[src/rtl/wm_cycle_sequencer.sv]
// wm_cycle_sequencer
//   Runs one washing-machine unit through its timed phases:
//   FILL (cloth) -> WASH (wash) -> DRAIN (DRAIN_MIN) -> RINSE (rinse) -> SPIN (spin) -> DONE.
//   The wash, rinse, spin and cloth settings are captured on start. Each phase is then
//   counted in minute ticks produced by an internal prescaler. The block drives the
//   valve, motor, drain and door-lock actuators.
//
// Ports
//   clk        system clock, rising edge
//   rst_n      asynchronous active-low reset
//   start      level; begins a cycle from IDLE/DONE and captures the settings
//   pause      level; freezes timing and drops actuators during an active phase
//   abort      level; forces a safe drain then IDLE, and clears ERROR
//   wash/rinse/spin   phase lengths in minutes (0 skips the phase)
//   cloth      load size; this is also the fill length in minutes (legal 1..MAX_CLOTH)
//   state      IDLE=0 FILL=1 WASH=2 DRAIN=3 RINSE=4 SPIN=5 DONE=6 ERROR=7
//   remaining  minutes left in the whole cycle
//   valve_on/motor_on/drain_on/door_lock  actuator controls
//   done       one-cycle pulse on entry to DONE
module wm_cycle_sequencer #(
  parameter int TICKS_PER_MIN = 4,
  parameter int DRAIN_MIN     = 2,
  parameter int MAX_CLOTH     = 10
) (
  input  logic       clk,
  input  logic       rst_n,
  input  logic       start,
  input  logic       pause,
  input  logic       abort,
  input  logic [4:0] wash,
  input  logic [4:0] rinse,
  input  logic [4:0] spin,
  input  logic [4:0] cloth,
  output logic [2:0] state,
  output logic [6:0] remaining,
  output logic       valve_on,
  output logic       motor_on,
  output logic       drain_on,
  output logic       door_lock,
  output logic       done
);

  localparam int            PW         = (TICKS_PER_MIN > 1) ? $clog2(TICKS_PER_MIN) : 1;
  localparam logic [PW-1:0] PRESC_LAST = PW'(TICKS_PER_MIN - 1);
  localparam logic [4:0]    DRAIN_LEN  = 5'(DRAIN_MIN);
  localparam logic [4:0]    CLOTH_MAX  = 5'(MAX_CLOTH);

  typedef enum logic [2:0] {
    S_IDLE  = 3'd0,
    S_FILL  = 3'd1,
    S_WASH  = 3'd2,
    S_DRAIN = 3'd3,
    S_RINSE = 3'd4,
    S_SPIN  = 3'd5,
    S_DONE  = 3'd6,
    S_ERROR = 3'd7
  } state_t;

  state_t        state_q, state_d;
  logic [4:0]    min_cnt_q, min_cnt_d;
  logic [PW-1:0] presc_q, presc_d;
  logic [4:0]    wash_q, wash_d;
  logic [4:0]    rinse_q, rinse_d;
  logic [4:0]    spin_q, spin_d;
  logic [4:0]    cloth_q, cloth_d;
  logic          abort_flag_q, abort_flag_d;
  logic          paused_q, paused_d;
  logic          done_q, done_d;
  logic          phase_end;
  logic          abort_run;
  state_t        nxt_phase;

  function automatic state_t next_phase(input state_t s);
    case (s)
      S_FILL:  next_phase = S_WASH;
      S_WASH:  next_phase = S_DRAIN;
      S_DRAIN: next_phase = S_RINSE;
      S_RINSE: next_phase = S_SPIN;
      default: next_phase = S_DONE;
    endcase
  endfunction

  function automatic logic [4:0] phase_len(input state_t s, input logic [4:0] w,
                                           input logic [4:0] r, input logic [4:0] sp);
    case (s)
      S_WASH:  phase_len = w;
      S_DRAIN: phase_len = DRAIN_LEN;
      S_RINSE: phase_len = r;
      S_SPIN:  phase_len = sp;
      default: phase_len = 5'd0;
    endcase
  endfunction

  function automatic logic [6:0] ext7(input logic [4:0] v);
    ext7 = {2'b00, v};
  endfunction

  always_comb begin
    state_d      = state_q;
    min_cnt_d    = min_cnt_q;
    presc_d      = presc_q;
    wash_d       = wash_q;
    rinse_d      = rinse_q;
    spin_d       = spin_q;
    cloth_d      = cloth_q;
    abort_flag_d = abort_flag_q;
    paused_d     = 1'b0;
    phase_end    = 1'b0;
    abort_run    = abort_flag_q | abort;
    nxt_phase    = next_phase(state_q);

    case (state_q)
      S_IDLE, S_DONE: begin
        if (start && !abort) begin
          wash_d       = wash;
          rinse_d      = rinse;
          spin_d       = spin;
          cloth_d      = cloth;
          abort_flag_d = 1'b0;
          presc_d      = '0;
          if (cloth == 5'd0 || cloth > CLOTH_MAX) begin
            state_d   = S_ERROR;
            min_cnt_d = 5'd0;
          end else begin
            state_d   = S_FILL;
            min_cnt_d = cloth;
          end
        end
      end
      S_ERROR: begin
        if (abort) state_d = S_IDLE;
      end
      default: begin
        if (abort && state_q != S_DRAIN) begin
          state_d      = S_DRAIN;
          min_cnt_d    = DRAIN_LEN;
          presc_d      = '0;
          abort_flag_d = 1'b1;
        end else begin
          // Abort while already draining only marks the drain as the last phase.
          if (abort) abort_flag_d = 1'b1;
          if (pause && !abort) begin
            paused_d = 1'b1;
          end else if (min_cnt_q == 5'd0) begin
            // A zero-length phase occupies exactly one cycle.
            phase_end = 1'b1;
          end else if (presc_q == PRESC_LAST) begin
            presc_d = '0;
            if (min_cnt_q == 5'd1) phase_end = 1'b1;
            else                   min_cnt_d = min_cnt_q - 5'd1;
          end else begin
            presc_d = presc_q + PW'(1);
          end

          if (phase_end) begin
            presc_d = '0;
            if (state_q == S_DRAIN && abort_run) begin
              state_d      = S_IDLE;
              min_cnt_d    = 5'd0;
              abort_flag_d = 1'b0;
            end else begin
              state_d   = nxt_phase;
              min_cnt_d = phase_len(nxt_phase, wash_q, rinse_q, spin_q);
            end
          end
        end
      end
    endcase

    done_d = (state_d == S_DONE) && (state_q != S_DONE);
  end

  always_ff @(posedge clk or negedge rst_n) begin
    if (!rst_n) begin
      state_q      <= S_IDLE;
      min_cnt_q    <= 5'd0;
      presc_q      <= '0;
      wash_q       <= 5'd0;
      rinse_q      <= 5'd0;
      spin_q       <= 5'd0;
      cloth_q      <= 5'd0;
      abort_flag_q <= 1'b0;
      paused_q     <= 1'b0;
      done_q       <= 1'b0;
    end else begin
      state_q      <= state_d;
      min_cnt_q    <= min_cnt_d;
      presc_q      <= presc_d;
      wash_q       <= wash_d;
      rinse_q      <= rinse_d;
      spin_q       <= spin_d;
      cloth_q      <= cloth_d;
      abort_flag_q <= abort_flag_d;
      paused_q     <= paused_d;
      done_q       <= done_d;
    end
  end

  // Remaining time is the current phase count plus every later phase still to run.
  always_comb begin
    remaining = 7'd0;
    case (state_q)
      S_FILL:  remaining = ext7(min_cnt_q) + ext7(wash_q) + ext7(DRAIN_LEN)
                           + ext7(rinse_q) + ext7(spin_q);
      S_WASH:  remaining = ext7(min_cnt_q) + ext7(DRAIN_LEN) + ext7(rinse_q) + ext7(spin_q);
      S_DRAIN: remaining = abort_flag_q ? ext7(min_cnt_q)
                                        : ext7(min_cnt_q) + ext7(rinse_q) + ext7(spin_q);
      S_RINSE: remaining = ext7(min_cnt_q) + ext7(spin_q);
      S_SPIN:  remaining = ext7(min_cnt_q);
      default: remaining = 7'd0;
    endcase
  end

  // A zero count in an active phase marks a skipped phase, so its actuators stay off.
  assign state     = state_q;
  assign valve_on  = (state_q == S_FILL  || state_q == S_RINSE) && !paused_q && (min_cnt_q != 5'd0);
  assign motor_on  = (state_q == S_WASH  || state_q == S_RINSE || state_q == S_SPIN)
                     && !paused_q && (min_cnt_q != 5'd0);
  assign drain_on  = (state_q == S_DRAIN || state_q == S_SPIN) && !paused_q && (min_cnt_q != 5'd0);
  assign door_lock = (state_q >= S_FILL) && (state_q <= S_SPIN);
  assign done      = done_q;

endmodule
[config.mk]
export PLATFORM = sky130hd
export DESIGN_NAME = wm_cycle_sequencer
export DESIGN_NICKNAME = d
export VERILOG_FILES = /design/src/rtl/wm_cycle_sequencer.sv
export SDC_FILE = /design/constraint.sdc
export NUM_CORES = 1
export LEC_CHECK = 0
export CORE_AREA = 3 3 112 103
export CTS_BUF_LIST = sky130_fd_sc_hd__clkbuf_16
export DETAILED_ROUTE_END_ITERATION = 8
export DIE_AREA = 0 0 115 106
export PLACE_DENSITY = 0.59
export SYNTH_ARGS = -nofsm -noshare
export SYNTH_HDL_FRONTEND = slang
export SYNTH_SLANG_ARGS = --single-unit
[constraint.sdc]
create_clock -name clk -period 3.9 [get_ports clk]
set_clock_uncertainty 0.15 [all_clocks]
set_input_delay 0.585 -clock clk [delete_from_list [all_inputs] [get_ports clk]]
set_output_delay 0.585 -clock clk [all_outputs]
set_load 0.01 [all_outputs]
# Word level (Yosys, flattened, before mapping)
# Index checks and enable logic that the tools add are counted.
# Widths: inputs -> output; s select.
# classes
n_addsub,12
n_mul,0
n_div,0
magnitude_cmp,3
n_eq_ne,20
n_shift,0
mux,43
bitwise,2
reduce_logical,30
# op_table
operator,count
$mux 5,9
$pmux 7 s5,1
$add 7x5->7,3
$eq 3x3->1 const B,7
$pmux 5 s4,1
$add 5x5->6,3
$mux 3,6
$add 6x5->7,2
$mux 1,14
$eq 3x2->1 const B,4
$logic_and 1x1->1,12
$mux 2,6
$ne 4x2->1 const B,3
$pmux 3 s4,1
$logic_not 5->1,2
$pmux 5 s2,1
$add 6x2->7 const B,1
$mux 7,1
$add 5x2->6 const B,1
$pmux 3 s2,1
$reduce_and 6->1,1
$eq 5x1->1 const B,1
$gt 5x4->1 const B,1
$logic_or 1x1->1,5
other kinds (21),23
# totals
register_bits,28
latch_bits,0
ramBits,0
romBits,0
n_memories,0

# Longest topological paths before layout
# Gate-level depths: netlist of the first run.
# logic_depth
ltp_word,12
mapped_depth,13
ltp_nobuf,13

# Least setup slack after synthesis of the first run
# Ideal clock, no wire load.
# synth_path
kind,register to output
start,register min_cnt_q[1]
end,output remaining[5]
arrival_ps,3017
t_required_ps,3165
slack_ps,148
path_stages_with_launch,12
path_buffers,0
path_cell_list,dfrtp_1 -> inv_1 -> ha_1 -> fa_1 -> inv_1 -> ha_1 -> a21o_1 -> a21o_1 -> a21o_1 -> a21oi_1 -> xor2_1 -> o311ai_0
# synth_between
elab_chain_len,5
word_cells_on_any_way,12
classes_between,add/sub: 10; mux: 2
# synth_lines
item,line_no,rtl
"start, declared",60,"logic [4:0] min_cnt_q, min_cnt_d;"
"start signal, assigned",187,min_cnt_q <= min_cnt_d;
$add 5x5->6,203,S_FILL: remaining = ext7(min_cnt_q) + ext7(wash_q) + ext7(DRAIN_LEN)
$add 6x2->7,203,
$add 7x5->7 (2 in a row),204,+ ext7(rinse_q) + ext7(spin_q);
$pmux 7 s5 *,202,case (state_q)
"end, declared",35,"output logic [6:0] remaining,"
# Mark *: on every way between the ends. The rest lies on a longest branch, timed or not.

# Worst setup path in the final report of the first run
# layout_path
start,register min_cnt_q[0]
end,output remaining[2]
# The elaborated chain is that of the path after synthesis.

==> results of run 1 <==
[path summary, 6_finish.rpt]
kind,slack (ns),end,start,cells past startpoint
max reg2reg,0.67,min_cnt_q[1]$_DFFE_PN0P_,state[1]$_DFF_PN0_,10
min in group asynchronous,0.53,state[1]$_DFF_PN0_,rst_n,2
max in group asynchronous,2.78,wash_q[0]$_DFFE_PN0P_,rst_n,2
min reg2reg,0.34,presc_q[1]$_DFFE_PN0P_,presc_q[1]$_DFFE_PN0P_,2
min,0.34,presc_q[1]$_DFFE_PN0P_,presc_q[1]$_DFFE_PN0P_,2
max,-0.12,remaining[2],min_cnt_q[0]$_DFFE_PN0P_,12
[state kept, by name, summed over array words and instances, names as in the netlist]
signal,count
abort_flag_q,1
done,1
min_cnt_q,5
paused_q,1
presc_q,2
rinse_q,5
spin_q,5
state,3
wash_q,5
[per-stage QoR]
stage          setup WS [ns]  hold slack (ns)
6_report             -0.1209           0.3448
4_1_cts              -0.1071           0.3497
2_1_floorplan         0.1485           0.1394
3_3_place_gp         -0.2253           0.3232
3_5_place_dp         -0.2667           0.3327
5_1_grt              -0.2173           0.4122
[timing repair]
action                                  CTS  global route
buffers inserted                          0             1
pin swaps                                 5             8
endpoints found under the setup margin    6             6
hold buffers                              0             0
gates resized for setup                  37             6
endpoints found under the hold margin     0             0
[per-layer routing]
layer | up-vias | track usage (%) | share of wire (%)
li1 | 1368 | - | -
met1 | 1407 | 22.34 | 48
met2 | 100 | 22.73 | 44
met3 | 7 | 2.220 | 6.6
met4 | 0 | 3.688 | 1.0
met5 | - | 0 | 0
[cell usage in the layout (no fill, tap or decap), types with 3 or more instances in the layout]
master,n
sky130_fd_sc_hd__nor3_1,5
sky130_fd_sc_hd__mux2_2,15
sky130_fd_sc_hd__buf_4,33
sky130_fd_sc_hd__a221o_1,6
sky130_fd_sc_hd__inv_1,40
sky130_fd_sc_hd__a222oi_1,3
sky130_fd_sc_hd__a21o_1,13
sky130_fd_sc_hd__ha_1,25
sky130_fd_sc_hd__xor2_1,4
sky130_fd_sc_hd__inv_2,3
sky130_fd_sc_hd__o21ai_0,12
sky130_fd_sc_hd__a22oi_1,5
sky130_fd_sc_hd__nor2_1,26
sky130_fd_sc_hd__o21a_1,6
sky130_fd_sc_hd__buf_2,5
sky130_fd_sc_hd__xnor2_1,4
sky130_fd_sc_hd__clkbuf_16,3
sky130_fd_sc_hd__a211oi_1,3
sky130_fd_sc_hd__nand2b_1,5
sky130_fd_sc_hd__clkdlybuf4s50_1,33
sky130_fd_sc_hd__dfrtp_1,28
sky130_fd_sc_hd__nand2_1,26
sky130_fd_sc_hd__nor2b_1,9
sky130_fd_sc_hd__a21oi_1,21
sky130_fd_sc_hd__fa_1,16
sky130_fd_sc_hd__o21ai_1,4
sky130_fd_sc_hd__a31oi_1,3
[kinds of logic (layout without fill, tap and decap cells)]
kind of cell    after synthesis  count (layout)  synth area share (%)
xor+xnor                     10              10                 2.802
buf+inv                      53             121                 8.527
fa+ha+maj                    44              44                 21.94
simple gates                 85              85                 13.37
compound gates              108             108                 25.22
mux                          16              16                 5.725
flops                        28              28                 22.42
[cell type report]
cell class                 count  area, sq um
multi-input combinational    263         2207
fill                        1041         6370
tap                          129        161.4
timing repair buffer          73        625.6
clock buffer                   3        75.07
inverter                      44        165.2
sequential                    28        700.7
clock inverter                 1        30.03
[tightest hold or removal path, cell delays in order (launching register included)]
cell	delay [ns]
sky130_fd_sc_hd__dfrtp_1	0.35
sky130_fd_sc_hd__nand2_1	0.05
sky130_fd_sc_hd__o21ai_0	0.06
==> impl.org, run 1 <==
** Route
- In this run, the number of DRC markers left after iteration 0 of detailed routing was 255.
- Mean number of vias per cell :: around 5.3
- The routed layout has between 2000 and 3000 vias.
- In the final routed layout, each cell accounts on average for roughly 17 microns.
- After detailed routing, the number of remaining DRC violations is 0.
- Once detail routing completed, the nets flagged for antenna violations numbered 0.
- The first detailed-routing pass took 5 iterations.
- For this block, the routed nets add up to 9175 microns of wire.

** GRT
- The number of antenna violations at the first check in global routing was 0.
- Total congestion overflow after global routing :: 0
- First-pass GRT wire length :: around 15000 microns
- Via count of the first global-routing pass :: between 2000 and 3000
- Global-route usage over all layers :: 15.02%
- Maximum number of pins on one net before global-route repair :: 29

** Outcome
- Failing checks :: negative setup slack
- Status :: finished, violations left

** Timing
- Timing would allow up to ~250 MHz.
- Number of slew-limit violations in the final report :: 0
- For the pin with the worst max-slew slack, the measured transition is between 0.7 and 0.8 ns.
- Setup repair after global routing missed its margin :: yes
- In the post-route analysis, the smallest setup slack over all paths is -0.1209 ns.
- Min Clock Period, post-route :: between 4 and 5 ns
- Setup violations remaining at the end of the flow were counted as 5.
- Final period utilization :: 103.1%
- After routing, the total negative slack on setup checks comes to -0.3860 ns.
- The worst pin sits at a relative slew slack of between 50% and 60%.
- The number of failing hold endpoints at the final stage was 0.

** Synth
- The top cell type by area accounts for ~22% of the synthesized area.
- The synthesized netlist contains 61 unique library cells.
- Mapped Cells :: 344
- Synthesized flop and latch total :: 28
- Mapped Avg Cell Area :: roughly 9 sq um
- Area leader, netlist :: sky130_fd_sc_hd__dfrtp_1
- Counting flops with an async set or reset pin after synthesis yields a share of 100.0%.
- By area the synthesized netlist is led by sky130_fd_sc_hd__dfrtp_1, sky130_fd_sc_hd__fa_1, sky130_fd_sc_hd__ha_1.
- The Yosys step of the flow raised 0 warnings.
- Part of the Yosys area used for sequential elements :: 22.42%
- The most common cell in the synthesized netlist is sky130_fd_sc_hd__inv_1.
- In this run, synthesis inferred 0 flip-flops with an integrated enable.
- Among all flip-flop cells after synthesis, the most frequent one is sky130_fd_sc_hd__dfrtp_1.
- After synthesis, the most frequently instantiated cells are sky130_fd_sc_hd__inv_1, sky130_fd_sc_hd__dfrtp_1, sky130_fd_sc_hd__ha_1, sky130_fd_sc_hd__nand2_1, sky130_fd_sc_hd__nor2_1.
- When the netlist entered floorplanning its net count stood at 413.
- Netlist Area Pre-Place :: 3125 sq um

** CTS
- TritonCTS built the clock tree.
- The cell sitting at the root of the clock tree is a sky130_fd_sc_hd__clkbuf_16.
- Max clock buf depth :: 2
- CTS built an H-tree with a depth of 1.
- TritonCTS created 3 clock buffers.
- After clock tree synthesis, the clock-pin slew on the worst setup and hold paths is around 0.080 ns.
- CTS sink cnt :: 28
- The later pin in the worst-skew pair is clocked with a latency of 0.27 ns.

** Die
- The initial utilization of the core area, before any placement, comes to between 30% and 40%.
- Chip Width :: 115 microns
- Pin placement for this block handled 40 I/O pins.
- The total area inside the core boundary comes to between 10000 and 15000 sq um.
- The die is ~110 microns tall.
- The die covers ~12000 sq um.
- Cell row count :: 35

** Setup path
- Along the worst path, the maximum fanout reaches 2.
- Crit path buf inv count :: 5
- Most frequent cell on the critical path :: sky130_fd_sc_hd__inv_2
- Worst setup SP type :: register
- Worst path max stage delay :: 0.55 ns
- Data required time of the worst path :: about 3.2 ns
- For this design, the slowest cell found on the critical path is sky130_fd_sc_hd__fa_1.
- Traced cell by cell, the critical path runs through fa_1, inv_2, fa_2, inv_2, ha_4, inv_2, fa_2, buf_4, xnor2_2, a221o_1, a221o_2, buf_6.
- On the critical path the largest part of the delay comes from adder cells.
- Arrival time at the worst endpoint :: between 3 and 4 ns
- Class of the most critical setup path :: register to output port
- Capturing element type of the critical path :: output port

** Finish
- 0 antenna diodes ended up in the layout.
- At the end of the flow the core is filled with cells to roughly two fifths.
- Relative to the synthesized area, the layout overhead comes to 26.86%.
- Once layout is done, the placed cells without fillers occupy roughly 4000 sq um.
- For this run, the post-layout net count is about 480.
- After the flow finishes, the layout carries non-filler instances totaling about 540.
- Fraction of layout instances using a drive strength above 1 :: a little under a fifth

** Place
- Including well taps, the total number of placed cells is 536.
- Once detailed placement completed, the half-perimeter wirelength came to roughly 7400 microns.
- Port Buffers :: 39
- In this run the cell area measured after placement is 3824 sq um.
- The congestion estimate from routability-driven global placement came to approximately 0.94.

** Flow run
- Count of max-cap constraint violations :: 0

** Worst hold path
- Worst hold path type :: register to register
Power of run 1 is left out: the tool's default activity adds up to more than one toggle a clock period on the data nets, which glitch-free logic cannot reach.
==> inputs of run 2 (changes only) <==
--- a/config.mk
+++ b/config.mk
@@ -7,6 +7,7 @@
 export LEC_CHECK = 0
 export CORE_AREA = 3 3 112 103
 export CTS_BUF_LIST = sky130_fd_sc_hd__clkbuf_16
+export CTS_CLUSTER_DIAMETER = 120
 export DETAILED_ROUTE_END_ITERATION = 8
 export DIE_AREA = 0 0 115 106
 export PLACE_DENSITY = 0.59
==> results of run 2 <==
Same layout as run 1: the final DEF is identical, and so are final timing and power.
Power of run 2 is left out for the same reason.
==> inputs of run 3 (changes only) <==
--- a/config.mk
+++ b/config.mk
@@ -10,6 +10,7 @@
 export CTS_CLUSTER_DIAMETER = 120
 export DETAILED_ROUTE_END_ITERATION = 8
 export DIE_AREA = 0 0 115 106
+export GPL_TIMING_DRIVEN = 0
 export PLACE_DENSITY = 0.59
 export SYNTH_ARGS = -nofsm -noshare
 export SYNTH_HDL_FRONTEND = slang
==> run 3 against run 2 <==
  * Flip-flop and latch count did not move
  * Clock-buffer cell count is the same
  * Sequential share of layout area up 0.82 points
  * Register-to-register slack worse by 0.17 ns
  * The flow still finishes with violations (negative setup slack)
  * Via count shrank 1.6%
  * Critical endpoint is now remaining[4]
  * Highest routed layer unchanged
  * Non-clock buffer count is 19 lower
  * Final cell count decreased by 3.5%
  * Global-route usage is 0.45 points higher
==> impl.org, run 3 (same netlist as run 1, synthesis figures left out) <==
** Outcome
- The flow ran to the end, but the final reports show violations.
- The final reports fail on negative setup slack.

** Flow run
- The number of maximum-capacitance constraint violations came to 0 (unchanged).

** Timing
- Final worst setup slack :: -0.1404 ns (-0.01950 ns)
- Number of endpoints failing setup at the final stage :: 6 (+1)
- Min Clock Period, post-route :: 4.040 ns (+0.01950 ns)
- Tightest slew margin relative to the limit :: 46.93% (-5.0 points)
- The maximum achievable frequency is 247.5 MHz (-0.48%).
- Final hold slack :: 0.1911 ns (-0.1537 ns)
- The final setup TNS came to -0.4406 ns (-0.05465 ns).
- Setup repair after global routing could not meet its margin everywhere.
- Worst Max-Slew Pin Slew :: 0.7940 ns (+0.07416 ns)
- The share of the clock period used by the worst path after layout was 103.6% (+0.50 points).
- Number of slew-limit violations in the final report :: 0 (unchanged)
- The number of failing hold endpoints at the final stage was 0 (unchanged).

** Place
- Instance area after placement :: 3677 sq um (-3.8%)
- Port Buffers :: 39 (unchanged)
- The final RePlAce weighted congestion is 0.9321 (-0.52%).
- DP Wirelength :: 7004 microns (-5.6%)

** Setup path
- STA classifies the critical path endpoint as an output port.
- The worst-path maximum fanout came to 2 (unchanged).
- Class of the most critical setup path :: register to output port
- Arrival time at the worst endpoint :: 3.31 ns (+0.02 ns)
- The worst endpoint required time is 3.16 ns (about the same).
- The worst setup path is launched from a register.

** GRT
- The maximum number of pins on one net before global-route repair came to 29 (unchanged).
- The number of antenna violations at the first check in global routing is 0 (unchanged).
- First-pass GRT wire length :: 15130 microns (+3.5%)
- The global-route usage over all layers was 15.48% (+0.45 points).
- Met3 usage in global routing :: 1.707% (-0.51 points)
- The global-route met1 utilization is 22.37% (+0.031 points).
- The layer flagged by global routing as most heavily used is met2.
- Total congestion overflow after global routing :: 0 (unchanged)
- The met2 layer usage reported by global route was 24.17% (+1.4 points).
- The via count of the first global-routing pass was 2863 (+3.0%).

** CTS
- Number of hold buffers added after cts :: 0 (unchanged)
- CTS placed an instance of sky130_fd_sc_hd__clkbuf_16 at the clock tree root.
- TritonCTS built the clock tree.
- The maximum buffer depth of the clock tree is 2 (unchanged).
- Total number of H-tree levels :: 1 (unchanged)
- The post-CTS clock slew at the launch and capture registers of the worst setup and hold paths is 0.07 ns (about the same).
- CTS sink cnt :: 28 (unchanged)
- Worst skew pair latency :: 0.27 ns (about the same)
- The total clock buffers created by CTS came to 3 (unchanged).

** Route
- The routed wire length is 9244 microns (+0.75%).
- The number of optimization iterations in the first detailed-route pass is 4 (-1).
- The per-cell via count in the routed design came to 5.433 (+2.0%).
- The post-detailed-route DRC marker count is 0 (unchanged).
- Vias after detailed routing :: 2836 (-1.6%)
- The iteration-0 DRC count of the detailed router was 197 (-23%).
- Detail Route Antenna Nets :: 0 (unchanged)
- Routed wire length per instance :: 17.71 microns (+4.4%)

** Finish
- The library cell used most frequently in the layout, excluding fill and tap cells, is sky130_fd_sc_hd__inv_1.
- Fraction of layout instances using a drive strength above 1 :: 17.81% (-1.4 points)
- Leaving out fill and tap cells, the most frequent cells in the layout are sky130_fd_sc_hd__inv_1, sky130_fd_sc_hd__clkdlybuf4s50_1, sky130_fd_sc_hd__nand2_1, sky130_fd_sc_hd__nor2_1, sky130_fd_sc_hd__ha_1.
- Diode count :: 0 (unchanged)
- The final net count was 463 (-3.9%).
- The number of filler instances in the final layout was 1065 (+2.3%).
- The summed area of non-filler cells in the final layout was 3836 sq um (-3.3%).
- Area overhead of the layout relative to synthesis :: 22.74%

** Die
- The height of the chip came to 106 microns (unchanged).
- The die outline width is 115 microns (unchanged).
- The starting density of the core is 30.24% (unchanged).
- Placeable core area :: 10330 sq um (unchanged)
- Die ar. :: 12190 sq um (unchanged)
- Number of top-level pins :: 40 (unchanged)
- Cell row count :: 35 (unchanged)

** Worst hold path
- Worst hold path type :: input pin to asynchronous set/reset pin
run 3: changes by cell type in the layout (fill, tap and decap cells not counted), sizes merged:
cell | previous run | this run
buf | 40 | 17
bufinv | 1 | 0
clkbuf | 3 | 8
clkdlybuf4s50 | 33 | 32
clkinv | 1 | 2
run 3: final timing paths:
check                                        from                       end  slack (ns)  cells after the start
max in group asynchronous                   rst_n     spin_q[1]$_DFFE_PN0P_        2.92                      1
setup reg to reg               state[1]$_DFF_PN0_  min_cnt_q[1]$_DFFE_PN0P_        0.50                     11
min in group clk           presc_q[1]$_DFFE_PN0P_    presc_q[1]$_DFFE_PN0P_        0.34                      2
setup / recovery            wash_q[0]$_DFFE_PN0P_              remaining[4]       -0.14                     14
hold / removal                              rst_n            done$_DFF_PN0_        0.19                      1
hold reg to reg            presc_q[1]$_DFFE_PN0P_    presc_q[1]$_DFFE_PN0P_        0.34                      2
run 3: final cells by class:
class                      count  area (sq um)  area share [%]
buffer                         9         101.3           2.642
tap                          129         161.4           4.207
inverter                      44         167.7           4.371
clock inverter                 1         3.754         0.09785
sequential                    28         709.4           18.49
clock buffer                   3         75.07           1.957
multi-input combinational    263          2211           57.63
timing repair buffer          45         406.6           10.60
run 3: metal layers:
metal	routed length, microns	share of wire (%)	vias to the layer above
li1	-	-	1327
met1	4343	47	1393
met2	4165	45	104
met3	590	6.4	12
met4	145	1.6	0
met5	0	0	-
run 3: critical path, cell delays in order (launching register included):
cell	delay, ns
sky130_fd_sc_hd__dfrtp_2	0.43
sky130_fd_sc_hd__fa_1	0.54
sky130_fd_sc_hd__inv_1	0.05
sky130_fd_sc_hd__fa_1	0.50
sky130_fd_sc_hd__inv_2	0.05
sky130_fd_sc_hd__ha_4	0.15
sky130_fd_sc_hd__inv_2	0.05
sky130_fd_sc_hd__fa_2	0.21
sky130_fd_sc_hd__nor2b_1	0.05
sky130_fd_sc_hd__o21a_1	0.18
sky130_fd_sc_hd__o21a_1	0.20
sky130_fd_sc_hd__nor3_2	0.19
sky130_fd_sc_hd__a21oi_2	0.05
sky130_fd_sc_hd__o211ai_1	0.21
sky130_fd_sc_hd__buf_2	0.18
run 3: stage by stage:
| stage | instances | utilization (%) | setup WS [ns] |
|---|---|---|---|
| 5_1_grt | 522 | 37.12 | -0.2639 |
| 4_1_cts | 521 | 36.96 | -0.2032 |
| 6_report | 522 | 37.12 | -0.1404 |
| 3_5_place_dp | 512 | 35.58 | -0.7486 |
| 2_1_floorplan | 344 | - | 0.1485 |
| 3_3_place_gp | 512 | 35.58 | -0.7608 |
run 3: timing repair:
item / CTS / global route
resized for setup: 49 / 4
pin swaps: 11 / 11
hold endpoints to repair: 0 / 0
buffers inserted: 5 / 1
setup endpoints to repair: 6 / 6
Power of run 3 is left out for the same reason.
==> RTL change 1, RTL diff (flow settings as in run 3) <==
Remove the register `done_q`: a continuous assignment takes its place, so the output `done` follows one clock earlier.
--- a/src/rtl/wm_cycle_sequencer.sv
+++ b/src/rtl/wm_cycle_sequencer.sv
@@ -181,7 +181,6 @@
       cloth_q      <= 5'd0;
       abort_flag_q <= 1'b0;
       paused_q     <= 1'b0;
-      done_q       <= 1'b0;
     end else begin
       state_q      <= state_d;
       min_cnt_q    <= min_cnt_d;
@@ -192,9 +191,10 @@
       cloth_q      <= cloth_d;
       abort_flag_q <= abort_flag_d;
       paused_q     <= paused_d;
-      done_q       <= done_d;
     end
   end
+
+  assign done_q = done_d;
 
   // Remaining time is the current phase count plus every later phase still to run.
   always_comb begin
Formal check against the unedited RTL: same outputs for any inputs over 4 cycles, from zero or initial values and one cycle with rst_n low; that may be too few to reach the edited logic, so the function may still have changed.
==> RTL change 1 against run 3 <==
The flow still finishes with violations (setup timing); wire length fell by 1.1%; critical path depth fell by 3; sequential cell count fell by 1; area after synthesis fell by 0.80%; global-route usage fell by 0.31 points; setup slack improved by 19 ps; critical endpoint is now remaining[2]; largest cell class unchanged; design area rose by 0.62%; synthesized cell count fell by 0.29%.
Power is not shown: default switching activity piles up to over one toggle a cycle in this logic, so the estimate is an artifact.
==> RTL change 1: results (changes against run 3) <==
status finished with violations; violated checks setup timing; worst hold slack 179 ps (-11.7 ps); Critical path destination remaining[2]; setup TNS -582 ps (-141 ps); final worst setup slack -121 ps (+19.5 ps); worst stage delay on the critical path 570 ps (+30 ps); total track usage 15.2% (-0.31 points); Setup-failing EPs final 6 (unchanged); Synth Area in XOR/XNOR 2.82% (+0.023 points); first-pass detailed-route iteration total 5 (+1); setup bufs post-CTS 9 (+4); met3 WL post-DR 659 um (+12%); GR Util met1 22.7% (+0.31 points); CP max-delay cell fa_2; cts repair resizes 54 (+10%); Via Count 2,848 (+0.42%); fillers 1,048 (-1.6%); # placed instances 511 (-0.20%); R2R setup slack 880 ps (+380 ps); Syn Inst Count 343 (-0.29%); crit path DAT 3290 ps (-20 ps); sequential-to-total area share from yosys stat 21.8% (-0.63 points); largest net degree at the start of global routing 28 (-3.4%); syn nets 412 (-0.24%); first-pass GRT wire length 14,800 um (-2.0%); Placement Cell Area 3650 um2 (-0.68%); Adder-Cell Fraction of Synth Area 22.1% (+0.18 points); Synth area leaders dfrtp_1 22%, fa_1 12%, ha_1 10%; fraction of layout cells with a size suffix above 1 20.0% (+2.2 points); pre-CTS setup slack -816 ps (-67.2 ps); global routing usage on met2 22.9% (-1.2 points); Routed WL per cell 17.4 um (-1.5%); Placer Congestion 0.899 (-3.5%); grt met3 use 2.28% (+0.57 points); metal1 wirelength 4360 um (+0.30%); nets 465 (+0.43%)
==> RTL change 1: cell count changes in the layout (fill, tap and decap cells not counted), sizes merged <==
| cell | run 3 | this run |
|---|---|---|
| clkinv | 2 | 1 |
| buf | 17 | 19 |
| clkdlybuf4s15 | 0 | 1 |
| clkinvlp | 0 | 1 |
| dfrtp | 28 | 27 |
==> RTL change 1: area by class of cell <==
| cell class | instances | area [um2] | area share (%) |
|---|---|---|---|
| multi-input cells | 263 | 2230 | 57.8 |
| flip-flops and latches | 27 | 684 | 17.7 |
| repair buffers | 48 | 433 | 11.2 |
| inverters | 44 | 168 | 4.34 |
| well taps | 129 | 161 | 4.18 |
| plain buffers | 9 | 101 | 2.63 |
| clock buffers | 3 | 75.1 | 1.94 |
| clock inverters | 1 | 7.51 | 0.194 |
==> RTL change 2, RTL diff (flow settings as in run 3) <==
Made on the original files. `MAX_CLOTH`: 10 -> 5.
--- a/src/rtl/wm_cycle_sequencer.sv
+++ b/src/rtl/wm_cycle_sequencer.sv
@@ -20,7 +20,7 @@
 module wm_cycle_sequencer #(
   parameter int TICKS_PER_MIN = 4,
   parameter int DRAIN_MIN     = 2,
-  parameter int MAX_CLOTH     = 10
+  parameter int MAX_CLOTH     = 5
 ) (
   input  logic       clk,
   input  logic       rst_n,
Formal check against the unedited RTL: not equivalent (Yosys sat finds a counterexample within 4 cycles, from zero or initial values and one cycle with rst_n low).
==> RTL change 2 against run 3 <==
Synthesized cell count is 7.8% higher; count of clock-buffer cells in the layout did not move; setup slack improved by 110 ps; sequential cell count is the same; design area decreased by 0.69%; non-clock buffer count grew 9; the run still ends with setup timing left; critical endpoint is now remaining[6]; area after synthesis is 3.3% lower; largest cell class unchanged; via count grew 3.8%; wire length decreased by 1.8%; cell count is 6.5% higher.
Power is not shown: default switching activity piles up to over one toggle a cycle in this logic, so the estimate is an artifact.
==> RTL change 2: results (changes against run 3) <==
drt first-iter violations 241 (+22%); total track usage 15.0% (-0.45 points); syn nets 440 (+6.5%); DR vias/cell 5.29 (-2.6%); metal1 wirelength 4080 um (-6.1%); GR Util met1 20.4% (-2.0 points); CP max-delay cell fa_1; # placed instances 539 (+5.3%); fraction of layout cells with a size suffix above 1 15.2% (-2.6 points); global routing usage on met2 25.7% (+1.5 points); final worst setup slack -31.9 ps (+109 ps); worst hold path type in -> async; met3 WL post-DR 429 um (-27%); sequential-to-total area share from yosys stat 23.2% (+0.77 points); status finished with violations; grt met3 use 2.11% (+0.40 points); syn_area_per_cell 8.14 um2 (-10%); vias in the first global route 3,019 (+5.4%); pre-CTS setup slack -448 ps (+301 ps); Critical path destination remaining[6]; DP HPWL 7190 um (+2.6%); list of most frequent post-synthesis cells 48 x nand2_1, 47 x inv_1, 31 x a21oi_1; first-pass detailed-route iteration total 5 (+1); Top Layer Used met4; Placer Congestion 0.879 (-5.7%); violated checks setup timing; Worst Reg-to-Reg Cells 10 (-1); nets 497 (+7.3%); Synth area leaders dfrtp_1 23%, fa_1 12%, ha_1 11%; final cell count without fillers 556 (+6.5%); final wirelength 9080 um (-1.8%); first-pass GRT wire length 14,900 um (-1.4%); worst hold slack 193 ps (+1.64 ps); post-synthesis cell type count 56 (-8.2%); Setup-failing EPs final 1 (-5); Met2 Wirelength 4480 um (+7.6%); crit path DAT 3200 ps (-110 ps)
-- RTL change 2: changes by cell type after synthesis, moves of 4 or more --
| cell | delta |
|---|---|
| nand2_1 | +22 |
| o22ai_1 | +4 |
| o21ai_1 | +9 |
| a221o_1 | -4 |
| a21o_1 | -5 |
| clkbuf_1 | +5 |
| o21ai_0 | +10 |
| a22o_1 | +4 |
| a21oi_1 | +9 |
| inv_1 | +4 |
| mux2_2 | -15 |
| o21a_1 | -6 |
| clkbuf_8 | -5 |
-- RTL change 2: critical path, delay by kind of cell (launching register included) --
family	cells	cell delay, ps
flip-flops	1	400
buffers and inverters	5	320
AO/OA/AOI/OAI	5	770
adder cells (fa/ha/maj)	4	1420
-- RTL change 2: what timing repair did --
item / 4_1_cts / 5_1_grt
buffers inserted: 9 / 4
pin swaps: 12 / 9
gates resized for setup: 39 / 13
setup endpoints to repair: 6 / 6
gates cloned: 0 / 0
-- RTL change 2: kinds of logic (layout without fill, tap and decap cells) --
kind of cell             after synthesis  in the layout  synth area share [%]
AO/OA/AOI/OAI                        116            116                  24.8
AND/OR/NAND/NOR                      114            114                  18.1
buffers and inverters                 58            114                  7.62
adder cells (fa/ha/maj)               44             44                  22.7
flip-flops                            28             28                  23.2
XOR/XNOR                               9              9                  2.86
multiplexers                           2              2                 0.745
-- RTL change 2: area by class of cell --
type / count / area, um2
fill: 1071 / 6530
multi-input combinational: 285 / 2170
sequential: 28 / 712
timing repair buffer: 52 / 457
inverter: 47 / 179
tap: 129 / 161
clock buffer: 3 / 75.1
buffer: 11 / 53.8
clock inverter: 1 / 3.75
-- RTL change 2: metrics by stage --
stage               cell area (um2)  TNS [ps]
floorplan                      3020         0
finish                         3810     -31.9
CTS                            3770     -49.2
global placement               3570     -1810
global route                   3810      -438
detailed placement             3570     -1780
